## config.mk

```make
export PLATFORM = sky130hd
export DESIGN_NAME = dmux8way_deser_flat
export DESIGN_NICKNAME = d
export VERILOG_FILES = /design/src/rtl/dmux8way_deser_if.sv /design/src/rtl/dmux8way_deser.sv /design/src/flat_wrapper.sv
export SDC_FILE = /design/constraint.sdc
export NUM_CORES = 1
export LEC_CHECK = 0
export ABC_AREA = 1
export BUFFER_PORTS_ARGS = -buffer_cell sky130_fd_sc_hd__buf_4
export CAP_MARGIN = 20
export CORE_MARGIN = 2
export CORE_UTILIZATION = 40
export DETAILED_ROUTE_END_ITERATION = 10
export PLACE_DENSITY = 0.66
export SYNTH_ARGS = -nofsm -noshare
export SYNTH_HDL_FRONTEND = slang
export SYNTH_SLANG_ARGS = --single-unit
```

## constraint.sdc

```tcl
create_clock -name clk -period 2.4 [get_ports clk]
set_clock_uncertainty 0.2 [all_clocks]
set_input_delay 0.6 -clock clk [delete_from_list [all_inputs] [get_ports clk]]
set_output_delay 0.6 -clock clk [all_outputs]
set_load 0.05 [all_outputs]
```

## src/rtl/dmux8way_deser_if.sv

```systemverilog
// dmux8way_deser_if
// Bundles the lane-serial input handshake, the parallel word output
// handshake and the status outputs of the 8-way deserialiser.
//   in_data/in_sof/in_valid/in_ready : lane-serial input, one lane per beat
//   out_data/out_valid/out_ready     : assembled 8-lane word, lane 0 in the MSBs
//   slot                             : index of the next lane to be written
//   frame_err                        : one-cycle pulse when a frame is restarted early
// The slave modport is the deserialiser's view; master is the view of
// whatever drives the link and consumes the words.
interface dmux8way_deser_if #(
    parameter int LANE_W = 1
);
    logic [LANE_W-1:0]   in_data;
    logic                in_sof;
    logic                in_valid;
    logic                in_ready;
    logic [8*LANE_W-1:0] out_data;
    logic                out_valid;
    logic                out_ready;
    logic [2:0]          slot;
    logic                frame_err;

    modport slave (
        input  in_data, in_sof, in_valid, out_ready,
        output in_ready, out_data, out_valid, slot, frame_err
    );

    modport master (
        output in_data, in_sof, in_valid, out_ready,
        input  in_ready, out_data, out_valid, slot, frame_err
    );
endinterface

```

## src/rtl/dmux8way_deser.sv

```systemverilog
// dmux8way_deser
// Receive-side counterpart of the 8-way selector. Lanes arrive one per
// accepted beat and are written into 8 assembly slots chosen by a 3-bit
// slot counter; once lane 7 is accepted the whole word is registered onto
// a valid/ready output.
// Ports:
//   clk    : single clock, rising edge
//   reset  : asynchronous, active-high reset
//   bus    : dmux8way_deser_if.slave (input lanes, output word, slot, frame_err)
module dmux8way_deser #(
    parameter int LANE_W = 1
) (
    input  logic               clk,
    input  logic               reset,
    dmux8way_deser_if.slave    bus
);

    logic [LANE_W-1:0]   lane_q [8];
    logic [LANE_W-1:0]   lane_d [8];
    logic [2:0]          slot_q, slot_d;
    logic [8*LANE_W-1:0] out_data_q, out_data_d;
    logic                out_valid_q, out_valid_d;
    logic                frame_err_q, frame_err_d;
    logic                in_ready_c;
    logic                accept;

    // The only reason to refuse a beat is a final lane that has nowhere to
    // go: the output register is still full and the consumer is not taking
    // it this cycle. Earlier lanes never touch the output register.
    always_comb begin
        in_ready_c = !(slot_q == 3'd7 && out_valid_q && !bus.out_ready);
        accept     = bus.in_valid && in_ready_c;
    end

    // Next-state for the assembly lanes, slot counter and output register.
    // A consumer handshake frees the output, but a completion in the same
    // cycle refills it, so there is never a bubble between words.
    // An early sof restarts assembly at lane 0 and drops the partial word;
    // stale lanes are harmless because out_data only loads on completion.
    always_comb begin
        lane_d      = lane_q;
        slot_d      = slot_q;
        out_data_d  = out_data_q;
        out_valid_d = out_valid_q;
        frame_err_d = 1'b0;

        if (out_valid_q && bus.out_ready) begin
            out_valid_d = 1'b0;
        end

        if (accept) begin
            if (bus.in_sof && slot_q != 3'd0) begin
                lane_d[0]   = bus.in_data;
                slot_d      = 3'd1;
                frame_err_d = 1'b1;
            end else begin
                lane_d[slot_q] = bus.in_data;
                slot_d         = slot_q + 3'd1;
                if (slot_q == 3'd7) begin
                    out_data_d  = {lane_q[0], lane_q[1], lane_q[2], lane_q[3],
                                   lane_q[4], lane_q[5], lane_q[6], bus.in_data};
                    out_valid_d = 1'b1;
                end
            end
        end
    end

    // State registers; reset throws away any partial or pending word.
    always_ff @(posedge clk or posedge reset) begin
        if (reset) begin
            lane_q      <= '{default: '0};
            slot_q      <= 3'd0;
            out_data_q  <= '0;
            out_valid_q <= 1'b0;
            frame_err_q <= 1'b0;
        end else begin
            lane_q      <= lane_d;
            slot_q      <= slot_d;
            out_data_q  <= out_data_d;
            out_valid_q <= out_valid_d;
            frame_err_q <= frame_err_d;
        end
    end

    assign bus.in_ready  = in_ready_c;
    assign bus.out_data  = out_data_q;
    assign bus.out_valid = out_valid_q;
    assign bus.slot      = slot_q;
    assign bus.frame_err = frame_err_q;

endmodule

```

## src/flat_wrapper.sv

```systemverilog
// flat-port wrapper written by rule: the top's interface ports become plain ports
module dmux8way_deser_flat 
#(
    parameter int LANE_W = 1
)
  (clk, reset, bus_in_data, bus_in_sof, bus_in_valid, bus_out_ready, bus_in_ready, bus_out_data, bus_out_valid, bus_slot, bus_frame_err);
  dmux8way_deser_if #(.LANE_W(LANE_W)) bus_i ();
  input  logic clk;
  input  logic reset;
  input wire logic [$bits(bus_i.in_data)-1:0] bus_in_data;
  input wire logic [$bits(bus_i.in_sof)-1:0] bus_in_sof;
  input wire logic [$bits(bus_i.in_valid)-1:0] bus_in_valid;
  input wire logic [$bits(bus_i.out_ready)-1:0] bus_out_ready;
  output wire logic [$bits(bus_i.in_ready)-1:0] bus_in_ready;
  output wire logic [$bits(bus_i.out_data)-1:0] bus_out_data;
  output wire logic [$bits(bus_i.out_valid)-1:0] bus_out_valid;
  output wire logic [$bits(bus_i.slot)-1:0] bus_slot;
  output wire logic [$bits(bus_i.frame_err)-1:0] bus_frame_err;
  assign bus_i.in_data = bus_in_data;
  assign bus_i.in_sof = bus_in_sof;
  assign bus_i.in_valid = bus_in_valid;
  assign bus_i.out_ready = bus_out_ready;
  assign bus_in_ready = bus_i.in_ready;
  assign bus_out_data = bus_i.out_data;
  assign bus_out_valid = bus_i.out_valid;
  assign bus_slot = bus_i.slot;
  assign bus_frame_err = bus_i.frame_err;
  dmux8way_deser #(.LANE_W(LANE_W)) u_core (.clk(clk), .reset(reset), .bus(bus_i));
endmodule
```

==> impl_metrics.yaml, run 1 <==
power:
  cellPowerDensity_nw_per_um2: 1270
  p_sw_share_pct: 46.1
  power.switching_mw: 0.738
  power_frac_seq_pct: 35.0
  p_leak_nw: 0.671
  power.share.clock_pct: 17.5
  pwr-share-comb_pct: 47.5
  intPower_mw: 0.861
  peakVddDrop_mv: 0.691
placed_design:
  numPortBuffers: 19
  hpwl_um: 1430
  dp_slack_ns: 0.386
  gp_congestion: 0.822
clocking:
  cts.clk_slew.worst_paths_ns: 0.13
  cts_buffer_depth: 2
  h-tree-depth: 1
  cts_buffers: 3
  cts_tree: "done"
  cts.sinks: 20
  clockRootBuffer: "clkbuf_4"
  clkLatencyLatePin_ns: 0.30
timing:
  min_period_ns: 2.32
  fmax_mhz: 430
  finalSetupViolCount: 0
  drv_slew: 0
  finalSetupTns_ns: 0
  worst_slack_ns: 0.0765
  fin_crit_sh_pct: 96.8
  slew_headroom_pct: 75.5
  rsz0062_at_grt: "false"
  worst-slew-pin-transition_ns: 0.367
  hold_viol: 0
detailed_routing:
  postRouteAntennaNets: 0
  wirelength_um: 1960
  first_pass_iters: 4
  via_count: 811
  drt-vias-per-instance: 4.74
  drc_errors: 0
  drt-initial-drc-count: 17
  wire_per_inst_um: 11.4
synthesis:
  ys_warn_count: 0
  synth_area_um2: 1050
  syn_nets: 130
  ys_seq_area_share_pct: 47.6
  synth.top_cell.area_share_pct: 47.6
  synth_cells: 121
  synthTopCellsByArea: "dfrtp_1 48%, nand2_1 16%, nand3_1 7.1%, nor2_8 3.8%, ha_1 3.6%"
  synth_area_per_cell_um2: 8.69
  yosys.area.top_type: "dfrtp_1"
  synth-seq-cells: 20
  ys_types: 17
setup_path:
  startpoint: "u_core.bus.slot[0]"
  cp_max_fo: 7
  cp_cell_sequence: "ha_1 -> ha_1 -> nand3_1 -> buf_4"
  cp_slowest_cell: "dfrtp_2"
  cp.arrival_ns: 1.52
  reg2reg_to: "u_core.lane_q[4]"
  endpoint: "bus_in_ready"
  reg2reg_slack_ns: 0.50
  r2r_cells: 8
  timing.rr.start: "u_core.bus.slot[0]"
  worstPathRequired_ns: 1.60
  start_kind: "register"
  slowest_delay_ns: 0.47
  crit_type: "register to output pin"
  cpMostUsedCell: "ha_1"
  cp-end-kind: "output pin"
cells_and_area:
  fill_cells: 252
  final_cell_mix: "44 x nand2_1, 20 x buf_4, 18 x dfrtp_1, 15 x nand3_1, 8 x nor2_1"
  drive_gt1_share_pct: 27.7
  nets: 151
  layout-area-overhead-vs-synth_pct: 19.4
  antenna_cells: 0
  mostFrequentLayoutCell: "nand2_1"
floorplanning:
  fp.dieH_um: 55.3
  rows: 18
  initial_utilization_pct: 42.4
  die_area_um2: 3050
  io_pins: 20
  core-area_um2: 2480
  chipWidth_um: 55.3
hold_path:
  holdCritPathClass: "input pin to async pin"
global_route:
  grt_pass1_vias: 781
  grt_use_total_pct: 14.2
  grt_pass1_wl_um: 3510
  grt_max_degree: 26
  antenna_found_initial: 0
  grt_overflow: 0
flow_run:
  drv_cap: 0
outcome:
  status: "completed"
[worst min-delay path by stage]
stage	slack (ns)	from	to
6_report	0.11	reset	u_core.bus.slot[1]
5_1_grt	0.13	reset	u_core.lane_q[1]
4_1_cts	0.12	reset	u_core.bus.slot[1]
3_5_place_dp	0.26	u_core.lane_q[4]	u_core.lane_q[4]
3_3_place_gp	0.25	u_core.bus.out_data[1]	u_core.bus.out_data[1]
2_1_floorplan	0.24	u_core.lane_q[4]	u_core.lane_q[4]
[power groups by stage]
| stage | combinational, mW | sequential [mW] | clock (mW) |
|---|---|---|---|
| finish | 0.760 | 0.559 | 0.280 |
| global route | 0.832 | 0.580 | 0.296 |
| CTS | 0.770 | 0.558 | 0.281 |
| detailed placement | 0.766 | 0.565 | 0 |
| global placement | 0.755 | 0.556 | 0 |
| floorplan | 0.315 | 0.819 | 0 |
[metal layers]
metal | routed length, µm | GRT usage, %
met1 | 936 | 19.2
met2 | 918 | 22.8
met4 | 12 | 4.18
met3 | 86 | 3.04
met5 | 0 | 0
[what timing repair did]
item                       CTS  global route
buffers inserted             0             0
setup endpoints to repair    0             1
gates resized for setup      0             2
hold buffers                 0             0
[cell families (layout without fill, tap and decap cells)]
kind of cell	Yosys count	in the layout	synth area share [%]
AO/OA/AOI/OAI	5	5	4.05
adder cells (fa/ha/maj)	3	3	3.57
buffers and inverters	13	33	6.90
flip-flops	20	20	47.6
AND/OR/NAND/NOR	80	80	37.9
[area by class of cell]
class / count / area (µm²) / area share [%]
sequential: 20 / 503 / 40.1
multi-input combinational: 88 / 478 / 38.1
timing repair buffer: 20 / 150 / 12.0
tap: 30 / 37.5 / 2.99
inverter: 9 / 33.8 / 2.69
clock inverter: 1 / 30.0 / 2.39
clock buffer: 3 / 22.5 / 1.79
[per-stage QoR]
| stage | cell area, µm² | std cells | hold WS [ns] | power [mW] | util (%) |
|---|---|---|---|---|---|
| final | 1250 | 171 | 0.108 | 1.60 | 50.7 |
| after global routing | 1250 | 171 | 0.126 | 1.71 | 50.7 |
| after CTS | 1250 | 171 | 0.118 | 1.61 | 50.6 |
| after detailed placement | 1200 | 167 | 0.260 | 1.33 | 48.4 |
| after global placement | 1200 | 167 | 0.254 | 1.31 | 48.4 |
| after floorplan | 1050 | 121 | 0.242 | 1.13 | - |
[registers in the layout (all words and copies together), names as in the netlist]
name,cells
u_core.bus.slot,3
u_core.lane_q,7
u_core.bus.out_valid,1
u_core.bus.out_data,8
u_core.bus.frame_err,1
[cells in the mapped netlist, drive strengths merged]
| cell | n |
|---|---|
| dfrtp | 20 |
| a21oi | 1 |
| nand4 | 6 |
| ha | 3 |
| nand2 | 48 |
| a21boi | 1 |
| buf | 4 |
| nor2 | 11 |
| inv | 9 |
| o21ai | 3 |
| nand3 | 15 |
[critical path: cells and delay by family, from the launching register on]
kind / cells / cell delay [ns]
adders and majority gates: 2 / 0.44
buffers and inverters: 1 / 0.21
DFF: 1 / 0.47
and+or+nand+nor: 1 / 0.11
(Power assumes the default switching activity.)
==> run 2, diff against run 1 <==
--- a/config.mk
+++ b/config.mk
@@ -11,6 +11,7 @@
 export CORE_MARGIN = 2
 export CORE_UTILIZATION = 40
 export DETAILED_ROUTE_END_ITERATION = 10
+export GPL_TIMING_DRIVEN = 0
 export PLACE_DENSITY = 0.66
 export SYNTH_ARGS = -nofsm -noshare
 export SYNTH_HDL_FRONTEND = slang
==> run 2 against run 1 <==
Worst hold slack gained 0.12 ns; final area is 1.7% higher; core utilization is 0.86 points higher; register-to-register slack improved by 0.06 ns; sequential power decreased by 2%; wire length grew 5.2%; critical endpoint unchanged.
==> impl_metrics.yaml, run 2 (same netlist as run 1, synthesis figures left out) <==
detailed_routing:
  wirelength_um: 2060
  first_pass_iters: 4
  drt-initial-drc-count: 15
  route.met2.wl_um: 947
  drt-vias-per-instance: 4.81
  postRouteAntennaNets: 0
  drc_errors: 0
  wl_met3_um: 99
  highest_layer: "met4"
  wl_met1_um: 990
  wire_per_inst_um: 11.7
  via_count: 842
timing:
  fin_crit_sh_pct: 96.8
  fmax_mhz: 430
  drv_slew: 0
  min_period_ns: 2.32
  finalSetupViolCount: 0
  slew_headroom_pct: 47.8
  rsz0062_at_grt: "false"
  hold_viol: 0
  finalSetupTns_ns: 0
  worst-slew-pin-transition_ns: 0.782
clocking:
  cts.sinks: 20
  cts.clk_slew.worst_paths_ns: 0.12
  clkLatencyLatePin_ns: 0.30
  cts_buffer_depth: 2
  clockRootBuffer: "clkbuf_4"
  cts_tree: "done"
  h-tree-depth: 1
  cts_buffers: 3
cells_and_area:
  mostFrequentLayoutCell: "nand2_1"
  final_cell_mix: "44 x nand2_1, 20 x buf_4, 19 x dfrtp_1, 15 x nand3_1, 8 x nor2_1"
  layout.area.seq_um2: 502
  antenna_cells: 0
  nets: 155
  largest_register_ffs: 8
  drive_gt1_share_pct: 29.0
  design_area_um2: 1280
  fill_cells: 244
  layout-area-overhead-vs-synth_pct: 21.4
  multi_input_area_um2: 478
global_route:
  grt_pass1_wl_um: 3570
  grt_use_total_pct: 14.5
  grt_pass1_vias: 807
  grt_overflow: 0
  antenna_found_initial: 0
  grt_max_degree: 21
floorplanning:
  initial_utilization_pct: 42.4
  io_pins: 20
  rows: 18
  core-area_um2: 2480
  fp.dieH_um: 55.3
  die_area_um2: 3050
  chipWidth_um: 55.3
setup_path:
  start_kind: "register"
  cp-end-kind: "output pin"
  worstPathRequired_ns: 1.60
  cp_max_fo: 6
  reg2reg_slack_ns: 0.56
  startpoint: "u_core.bus.slot[1]"
  timing.rr.start: "u_core.bus.slot[1]"
  crit_type: "register to output pin"
  cp.arrival_ns: 1.52
power:
  peakVddDrop_mv: 0.832
  cellPowerDensity_nw_per_um2: 1220
  p_leak_nw: 0.688
placed_design:
  gp_congestion: 0.849
  numPortBuffers: 18
  hpwl_um: 1490
  dpl_cell_area_um2: 1220
outcome:
  status: "completed"
hold_path:
  holdCritPathClass: "input pin to async pin"
flow_run:
  drv_cap: 0
==> run 2: cell types whose count changed in the layout (fill, tap and decap cells not counted) <==
cell	change
dfrtp_1	+1
dfrtp_2	-1
bufinv_16	-1
buf_2	+1
clkbuf_8	+1
buf_6	+3
==> run 2: critical path, cell delays in order (launching register included) <==
cell and delay, ns:
dfrtp_1 0.47, ha_1 0.21, ha_1 0.22, nand3_1 0.12
buf_4 0.21
==> run 2: area by class of cell <==
type                    instances  share of cell area [%]
flip-flops and latches         20                    39.3
multi-input cells              88                    37.5
clock buffers                   4                    2.84
repair buffers                 20                    11.8
inverters                       9                    2.65
well taps                      30                    2.94
plain buffers                   4                    3.04
==> run 2: metal layers <==
metal | track usage (%) | up-vias
met5 | 0 | -
li1 | - | 437
met1 | 19.4 | 386
met4 | 5.92 | 0
met2 | 22.1 | 17
met3 | 3.98 | 2
==> run 2: what timing repair did <==
action / 4_1_cts / 5_1_grt
setup buffers: 0 / 2
endpoints found under the setup margin: 0 / 1
hold buffers: 0 / 0
resized for setup: 0 / 1
==> run 2: through the flow <==
step                      cells  hold slack (ns)  total power [mW]  worst slack [ns]  util [%]
final                       175            0.228              1.56            0.0769      51.5
after global routing        175            0.301              1.66           0.00685      51.5
after CTS                   173            0.264              1.54            0.0207      50.9
after detailed placement    169            0.259              1.34             0.374      49.4
after global placement      169            0.254              1.33             0.384      49.4
after floorplan             121            0.242              1.13            0.0553         -
==> run 2: power breakdown <==
part | total, mW | leakage, nW | switching [mW] | internal [mW]
Sequential | 0.549 | 0.263 | 0.0866 | 0.463
Combinational | 0.809 | 0.404 | 0.549 | 0.260
Clock | 0.199 | 0.0210 | 0.106 | 0.0925
Total | 1.56 | 0.688 | 0.742 | 0.815
==> run 2: final timing paths <==
kind,to,depth (start not counted)
max,bus_in_ready,4
min,u_core.bus.out_data[3],2
max reg2reg,u_core.lane_q[6],9
min reg2reg,u_core.bus.out_data[7],2
max in group asynchronous,u_core.bus.slot[0],2
min in group clk,u_core.bus.out_data[7],2
